File: src/rtl/regfile_read_arbiter_pkg.sv
// Shared types and default widths for the register-file read arbiter.
package regfile_read_arbiter_pkg;

    localparam int unsigned DEF_BUS_WIDTH = 32;
    localparam int unsigned DEF_SEL       = 5;
    localparam int unsigned DEF_NREQ      = 4;
    localparam int unsigned DEF_PTR_W     = 2;

    typedef enum logic [1:0] {
        ST_IDLE = 2'd0,
        ST_READ = 2'd1,
        ST_RESP = 2'd2
    } state_e;

endpackage

File: src/rtl/regfile_read_arbiter_rr_priority_picker.sv
// Circular first-set-bit search starting at ptr; combinational.
module rr_priority_picker #(
    parameter int unsigned NREQ  = 4,
    parameter int unsigned PTR_W = 2
) (
    input  logic [NREQ-1:0]  mask,
    input  logic [PTR_W-1:0] ptr,
    output logic             found,
    output logic [PTR_W-1:0] k
);

    localparam int unsigned IW = PTR_W + 1;

    always_comb begin : pick
        logic [IW-1:0] idx;
        idx   = '0;
        found = 1'b0;
        k     = '0;
        // ptr < NREQ, so one conditional subtract wraps the sum back into range
        for (int unsigned i = 0; i < NREQ; i++) begin
            idx = {1'b0, ptr} + IW'(i);
            if (idx >= IW'(NREQ)) begin
                idx = idx - IW'(NREQ);
            end
            if (!found && mask[idx[PTR_W-1:0]]) begin
                found = 1'b1;
                k     = idx[PTR_W-1:0];
            end
        end
    end

endmodule

File: src/rtl/regfile_read_arbiter.sv
// Round-robin sequencer sharing one register-file read port among NREQ readers.
module regfile_read_arbiter
    import regfile_read_arbiter_pkg::*;
#(
    parameter int unsigned BUS_WIDTH = DEF_BUS_WIDTH,
    parameter int unsigned SEL       = DEF_SEL,
    parameter int unsigned NREQ      = DEF_NREQ,
    parameter int unsigned PTR_W     = DEF_PTR_W
) (
    input  logic                 Clk,
    input  logic                 Reset,
    input  logic [NREQ-1:0]      Req,
    input  logic [NREQ*SEL-1:0]  Addr,
    input  logic [BUS_WIDTH-1:0] MuxDout,
    output logic [SEL-1:0]       MuxSel,
    output logic [NREQ-1:0]      Ack,
    output logic [BUS_WIDTH-1:0] RdData,
    output logic                 Busy
);

    state_e               state_q, state_d;
    logic [PTR_W-1:0]     ptr_q, ptr_d;
    logic [PTR_W-1:0]     k_q, k_d;
    logic [SEL-1:0]       sel_d;
    logic [NREQ-1:0]      ack_d;
    logic [BUS_WIDTH-1:0] rd_data_d;
    logic                 busy_d;
    logic [NREQ-1:0]      cand;
    logic [NREQ-1:0]      k_onehot;
    logic                 found;
    logic [PTR_W-1:0]     pick;
    logic [SEL-1:0]       addr_arr [NREQ];

    for (genvar gi = 0; gi < NREQ; gi++) begin : g_addr
        assign addr_arr[gi] = Addr[gi*SEL +: SEL];
    end

    assign k_onehot = NREQ'(1) << k_q;

    // The requester just acknowledged may not win again in its own Ack cycle
    always_comb begin
        cand = Req;
        if (state_q == ST_RESP) begin
            cand = Req & ~k_onehot;
        end
    end

    rr_priority_picker #(
        .NREQ  (NREQ),
        .PTR_W (PTR_W)
    ) u_picker (
        .mask  (cand),
        .ptr   (ptr_q),
        .found (found),
        .k     (pick)
    );

    // State register
    always_ff @(posedge Clk) begin
        if (Reset) begin
            state_q <= ST_IDLE;
        end else begin
            state_q <= state_d;
        end
    end

    // Next-state logic
    always_comb begin
        state_d = state_q;
        case (state_q)
            ST_IDLE: if (found) state_d = ST_READ;
            ST_READ: state_d = ST_RESP;
            ST_RESP: state_d = found ? ST_READ : ST_IDLE;
            default: state_d = ST_IDLE;
        endcase
    end

    // Next values of the registered outputs and bookkeeping
    always_comb begin
        ptr_d     = ptr_q;
        k_d       = k_q;
        sel_d     = MuxSel;
        ack_d     = '0;
        rd_data_d = RdData;
        if ((state_q == ST_IDLE || state_q == ST_RESP) && found) begin
            k_d   = pick;
            sel_d = addr_arr[pick];
            ptr_d = (pick == PTR_W'(NREQ - 1)) ? '0 : pick + PTR_W'(1);
        end
        if (state_q == ST_READ) begin
            rd_data_d = MuxDout;
            ack_d     = k_onehot;
        end
        busy_d = (state_d != ST_IDLE);
    end

    always_ff @(posedge Clk) begin
        if (Reset) begin
            ptr_q  <= '0;
            k_q    <= '0;
            MuxSel <= '0;
            Ack    <= '0;
            RdData <= '0;
            Busy   <= 1'b0;
        end else begin
            ptr_q  <= ptr_d;
            k_q    <= k_d;
            MuxSel <= sel_d;
            Ack    <= ack_d;
            RdData <= rd_data_d;
            Busy   <= busy_d;
        end
    end

endmodule

File: config.mk
export PLATFORM = sky130hd
export DESIGN_NAME = regfile_read_arbiter
export DESIGN_NICKNAME = d
export VERILOG_FILES = /design/src/rtl/regfile_read_arbiter_pkg.sv /design/src/rtl/regfile_read_arbiter_rr_priority_picker.sv /design/src/rtl/regfile_read_arbiter.sv
export SDC_FILE = /design/constraint.sdc
export NUM_CORES = 1
export LEC_CHECK = 0
export CORE_MARGIN = 8
export CORE_UTILIZATION = 25
export DETAILED_ROUTE_END_ITERATION = 10
export SLEW_MARGIN = 5
export SYNTH_ARGS = -nofsm -noshare
export SYNTH_HDL_FRONTEND = slang
export SYNTH_HIERARCHICAL = 1
export SYNTH_SLANG_ARGS = --single-unit
export TNS_END_PERCENT = 20
File: constraint.sdc
create_clock -name Clk -period 3.6 [get_ports Clk]
set_input_delay 0.72 -clock Clk [delete_from_list [all_inputs] [get_ports Clk]]
set_output_delay 0.72 -clock Clk [all_outputs]
set_load 0.01 [all_outputs]
==> results of run 1 <==
## flip-flops by register name, summed over array words and instances, names as in the netlist
| name | count |
|---|---|
| Ack | 4 |
| Busy | 1 |
| MuxSel | 5 |
| RdData | 32 |
| k_q | 2 |
| ptr_q | 2 |
| state_q | 2 |
## path summary, 6_finish.rpt
| path | end | startpoint | depth (start not counted) | slack (ns) |
|---|---|---|---|---|
| max | MuxSel[1] | Req[1] | 9 | 0.98 |
| min | RdData[18] | RdData[18] | 2 | 0.46 |
| max reg2reg | MuxSel[1] | state_q[0] | 9 | 1.28 |
| min reg2reg | RdData[18] | RdData[18] | 2 | 0.46 |
## stage by stage
stage | worst slack, ns | instances | power, uW | utilization [%]
after detailed placement | 0.692 | 411 | 912 | 40.1
final | 0.981 | 417 | 1260 | 41.5
after global placement | 0.709 | 411 | 908 | 40.0
after CTS | 1.00 | 417 | 1290 | 41.5
after floorplan | 1.25 | 227 | 763 | -
after global routing | 0.892 | 417 | 1330 | 41.5
## placed cells by master (no fill, tap or decap), drive strengths merged, types with 2 or more instances in the layout
cell type      instances
nand2                 82
clkdlybuf4s50         98
nor2b                  2
o31a                   3
nand2b                 4
mux4                   5
nor2                   3
nor4                   3
a21oi                 46
clkbuf                 5
buf                    3
dfxtp                 48
inv                    7
## layout make-up
cell class	instances	area, um2
multi-input cells	156	812
inverters	7	26.3
clock inverters	1	30.0
flip-flops and latches	48	961
fillers	740	4270
well taps	99	124
clock buffers	5	68.8
repair buffers	101	1000
## power by group through the flow
stage | clock network, uW | logic [uW] | registers (uW)
2_1_floorplan | 0 | 140 | 623
3_3_place_gp | 0 | 299 | 609
3_5_place_dp | 0 | 301 | 610
4_1_cts | 386 | 303 | 598
5_1_grt | 402 | 329 | 604
6_report | 366 | 297 | 598
## metal layers
metal | routed length (um) | up-vias | GRT usage [%]
li1 | - | 928 | -
met1 | 2430 | 803 | 12.4
met2 | 2400 | 78 | 15.5
met3 | 665 | 9 | 4.93
met4 | 64 | 0 | 3.34
met5 | 0 | - | 0
## kinds of logic after synthesis
group / synth area share [%]
AOI/OAI and AO/OA: 15.3
adders and majority gates: 0.664
muxes: 5.98
DFF: 51.0
buffers and inverters: 6.31
and+or+nand+nor: 20.8
## worst max-delay path: stages
cell	delay [ns]
sky130_fd_sc_hd__clkdlybuf4s50_1	0.46
sky130_fd_sc_hd__o31a_1	0.18
sky130_fd_sc_hd__inv_1	0.07
sky130_fd_sc_hd__a221o_1	0.34
sky130_fd_sc_hd__a21oi_1	0.14
sky130_fd_sc_hd__buf_4	0.20
sky130_fd_sc_hd__mux4_2	0.50
sky130_fd_sc_hd__nand2_1	0.09
sky130_fd_sc_hd__a21oi_1	0.06
==> impl_metrics.toml, run 1 <==
[status]
status = "finished, final reports clean"

[synth]
synth_area_leaders = "sky130_fd_sc_hd__dfxtp_1 51%, sky130_fd_sc_hd__nand2_1 16%, sky130_fd_sc_hd__a21oi_1 12%"
ys.flop_type = "sky130_fd_sc_hd__dfxtp_1"
count_of_distinct_cell_types_in_the_synthesized_netlist = 23
postSynthNetCount = 286
mappedNetlistArea_um2 = 1880
yosys.cell_count.top_type = "sky130_fd_sc_hd__nand2_1"
yosysSeqAreaShare_pct = 51.0
yosys-top-cells-count = "82 x sky130_fd_sc_hd__nand2_1, 48 x sky130_fd_sc_hd__dfxtp_1, 46 x sky130_fd_sc_hd__a21oi_1"
ys_ff_latch = 48
synth_edf_count = 0
synth_async_sr_flop_share_pct = 0
ys_warn_count = 6
cell_count_after_synthesis = 227
synth_largest_type_area_fraction_pct = 51.0
synth_top_area_cell = "sky130_fd_sc_hd__dfxtp_1"
postSynthAreaPerCell_um2 = 8.30

[sta]
worst-slew-pin-transition_ns = 0.907
setup_total_negative_slack_ns = 0
final_skew_ns = 0.00428
finalHoldViolCount = 0
setup_repair_after_global_routing_missed_its_margin = "false"
finalSetupViolCount = 0
slew_violations = 0
min_period_ns = 2.62
timing.slew.headroom_pct = 39.6
hold-worst-slack_ns = 0.455
fmaxAchievable_mhz = 382
part_of_the_cycle_the_worst_path_needs_pct = 72.8

[placement]
postPlaceCellArea_um2 = 2920
gp_congestion = 0.787
numPortBuffers = 99
dp_hpwl_mm = 4.04

[finish]
layout_stage_area_growth_over_the_synthesis_result_pct = 60.4
final_design_area_no_fill_um2 = 3020
final_net_count = 378
antennaDiodeCount = 0
layout-drive-gt1-share_pct = 5.03

[cts]
cts_made_buffers = 5
post-cts-setup-buffer-count = 0
htree_levels = 2
cts_resized = 0
clkTransAtPathRegs_ns = 0.09
cts_num_sinks = 48
tritoncts = "done"
clockRootBuffer = "sky130_fd_sc_hd__clkbuf_8"
clock_tree.buffer_depth = 2
clkLatencyLatePin_ns = 0.29
cts.hold.buffers_added = 0

[pwr]
sw_frac_of_total_pct = 25.2
power.internal_uw = 942
pwr_density_cell_nw_per_um2 = 417
share_comb_of_total_power_pct = 23.6
power.leakage_uw = 0.00109
power_switching_uw = 318
peakVddDrop_uv = 166
clock_power_share_pct = 29.0
power.share.sequential_pct = 47.4

[worst_setup_path]
worst_setup_path_start_kind = "primary input"
timing.critical_path.arrival_ns = 2.76
timing_worst_setup_path_type = "in2reg"
critical_path.endpoint_type = "flip-flop"
worstPathRequired_ns = 3.74
critical_path_peak_fanout = 8

[drt]
drt_first_pass_iters = 4
post-route-drc-count = 0
detailedRoute.firstIterationViolations = 113
detail_route.wl_per_cell_um = 13.3
num_vias = 1818
vias_per_cell = 4.36
finalWirelength_mm = 5.56
antenna_violating_nets_left = 0

[global_routing]
overflow_left_after_global_routing = 0
grt_use_total_pct = 10.2
maximum_number_of_pins_on_one_net_before_global_route_repair = 49
grt_pass1_wl_mm = 8.55
grt_pass1_vias = 1779
antenna_found_initial = 0

[floorplan]
die_area_um2 = 10600
core.rowCount = 31
die_h_um = 103
dieWidth_um = 103
core_area_um2 = 7290
boundaryPins = 100
initial_utilization_pct = 25.8

[worst_hold_path]
hold_path.class = "reg2reg"

[run]
maxCapViolations = 0
(Power assumes the default switching activity.)
==> run 2, diff against run 1 <==
Clock period 3.6 ns to 2.3 ns, I/O delays scaled along.
==> impl_metrics.toml, run 2 (synthesis gave the netlist of run 1 again) <==
[worst_hold_path]
hold_path.class = "reg2reg"
worstHoldEndpoint = "RdData[26]"
worst_hold_startpoint = "RdData[26]"
min_path_cells = 2

[drt]
detailedRoute.firstIterationViolations = 55
post-route-drc-count = 0
detail_route.wl_per_cell_um = 13.1
antenna_violating_nets_left = 0
finalWirelength_mm = 5.61
vias_per_cell = 4.43
num_vias = 1895
drt_first_pass_iters = 4

[worst_setup_path]
reg2reg_depth = 10
timing.rr.start = "state_q[0]"
critical_path_peak_fanout = 6
worst_setup_path_start_kind = "primary input"
critical_path.endpoint_type = "flip-flop"
timing_worst_setup_path_type = "in2reg"
ff2ff_setup_slack_ns = 0.06
crit-reg2reg-capture = "MuxSel[1]"
timing.critical_path.arrival_ns = 2.46
worstPathRequired_ns = 2.52

[sta]
timing.slew.headroom_pct = 39.9
worst-slew-pin-transition_ns = 0.901
finalSetupViolCount = 0
min_period_ns = 2.24
fmaxAchievable_mhz = 446
hold-worst-slack_ns = 0.455
final_skew_ns = 0.00811
setup_repair_after_global_routing_missed_its_margin = "true"
layout_setup_ws_ns = 0.0565
finalHoldViolCount = 0
setup_total_negative_slack_ns = 0
slew_violations = 0
part_of_the_cycle_the_worst_path_needs_pct = 97.5

[cts]
cts_made_buffers = 5
tritoncts = "done"
clkTransAtPathRegs_ns = 0.09
clkLatencyLatePin_ns = 0.29
htree_levels = 2
cts.hold.buffers_added = 0
clock_tree.buffer_depth = 2
clockRootBuffer = "sky130_fd_sc_hd__clkbuf_8"
cts_num_sinks = 48

[finish]
layout_stage_area_growth_over_the_synthesis_result_pct = 65.0
antennaDiodeCount = 0
largest_reg_flops = 32
largest_registers = "RdData (32), MuxSel (5), Ack (4)"
largest-register = "RdData"
most_frequent_cells_in_the_layout = "98 x sky130_fd_sc_hd__clkdlybuf4s50_1, 82 x sky130_fd_sc_hd__nand2_1, 45 x sky130_fd_sc_hd__dfxtp_1, 44 x sky130_fd_sc_hd__a21oi_1, 12 x sky130_fd_sc_hd__buf_4"
final_design_area_no_fill_um2 = 3110
commonest_non_fill_non_tap_cell_in_the_layout = "sky130_fd_sc_hd__clkdlybuf4s50_1"
final_net_count = 388
fill_cells = 769
layout-drive-gt1-share_pct = 10.3

[pwr]
power.share.sequential_pct = 47.6
clock_power_share_pct = 27.1
share_comb_of_total_power_pct = 25.3
power.internal_uw = 1460
totalPowerFinal_uw = 1970
sw_frac_of_total_pct = 25.9
power_switching_uw = 510
peakVddDrop_uv = 205
pwr_density_cell_nw_per_um2 = 632
power.leakage_uw = 0.00114

[placement]
numPortBuffers = 99
gp_congestion = 0.720
dp_hpwl_mm = 4.16
postPlaceCellArea_um2 = 2990
dpl_worst_slack_ns = -0.305

[global_routing]
overflow_left_after_global_routing = 0
maximum_number_of_pins_on_one_net_before_global_route_repair = 49
antenna_found_initial = 0
grt_pass1_vias = 1862
grt_pass1_wl_mm = 8.76
grt_use_total_pct = 10.4

[floorplan]
dieWidth_um = 103
die_h_um = 103
core.rowCount = 31
core_area_um2 = 7290
boundaryPins = 100
die_area_um2 = 10600
initial_utilization_pct = 25.8

[run]
maxCapViolations = 0

[status]
status = "finished, final reports clean"
-- run 2: changes by cell type in the layout (fill, tap and decap cells not counted), sizes merged --
cell | before | now
bufinv | 1 | 0
clkbuf | 5 | 7
buf | 3 | 13
-- run 2: worst max-delay path by stage --
stage                     from   endpoint  slack, ns
floorplan               k_q[1]  MuxSel[0]       0.12
global placement        Req[1]  MuxSel[3]      -0.29
detailed placement      Req[1]  MuxSel[1]      -0.30
CTS                     Req[1]  MuxSel[1]       0.02
global route        state_q[0]  MuxSel[0]      -0.05
finish                  Req[2]   ptr_q[0]       0.06
-- run 2: metrics by stage --
step	instances	utilization, %
global route	428	42.6
detailed placement	420	41.0
global placement	420	41.0
CTS	427	42.3
floorplan	227	-
finish	428	42.6
-- run 2: worst max-delay path, cell delays in order --
cell and delay [ns]:
sky130_fd_sc_hd__clkdlybuf4s50_1 0.46, sky130_fd_sc_hd__o31a_1 0.16, sky130_fd_sc_hd__buf_4 0.12, sky130_fd_sc_hd__inv_1 0.04, sky130_fd_sc_hd__o221ai_1 0.17, sky130_fd_sc_hd__a21oi_1 0.09
sky130_fd_sc_hd__buf_4 0.17, sky130_fd_sc_hd__buf_4 0.14, sky130_fd_sc_hd__ha_1 0.18, sky130_fd_sc_hd__or3_1 0.33, sky130_fd_sc_hd__a21oi_1 0.14
-- run 2: power groups by stage --
stage | registers (uW) | logic, uW | clock network [uW]
after floorplan | 975 | 219 | 0
after global placement | 951 | 495 | 0
after detailed placement | 954 | 498 | 0
after CTS | 935 | 500 | 555
after global routing | 944 | 549 | 584
final | 936 | 497 | 532
-- run 2: final cells by class --
cell class                      count  area, um2  share of cell area (%)
Sequential cell                    48        965                    31.0
Timing Repair Buffer              111       1080                    34.6
Tap cell                           99        124                    3.98
Inverter                            7       26.3                   0.845
Multi-Input combinational cell    156        822                    26.4
Clock buffer                        7       96.3                    3.10
-- run 2: repair_timing --
action | 4_1_cts | 5_1_grt
endpoints found under the setup margin | 0 | 6
setup buffers | 0 | 1
gates resized for setup | 0 | 8
-- run 2: routing by layer --
metal  global-route usage [%]  part of all wire, %  up-vias
li1                         -                    -      952
met5                        0                    0        -
met3                     5.74                   13        4
met1                     11.3                   42      856
met4                     2.67                 0.61        0
met2                     17.2                   45       83
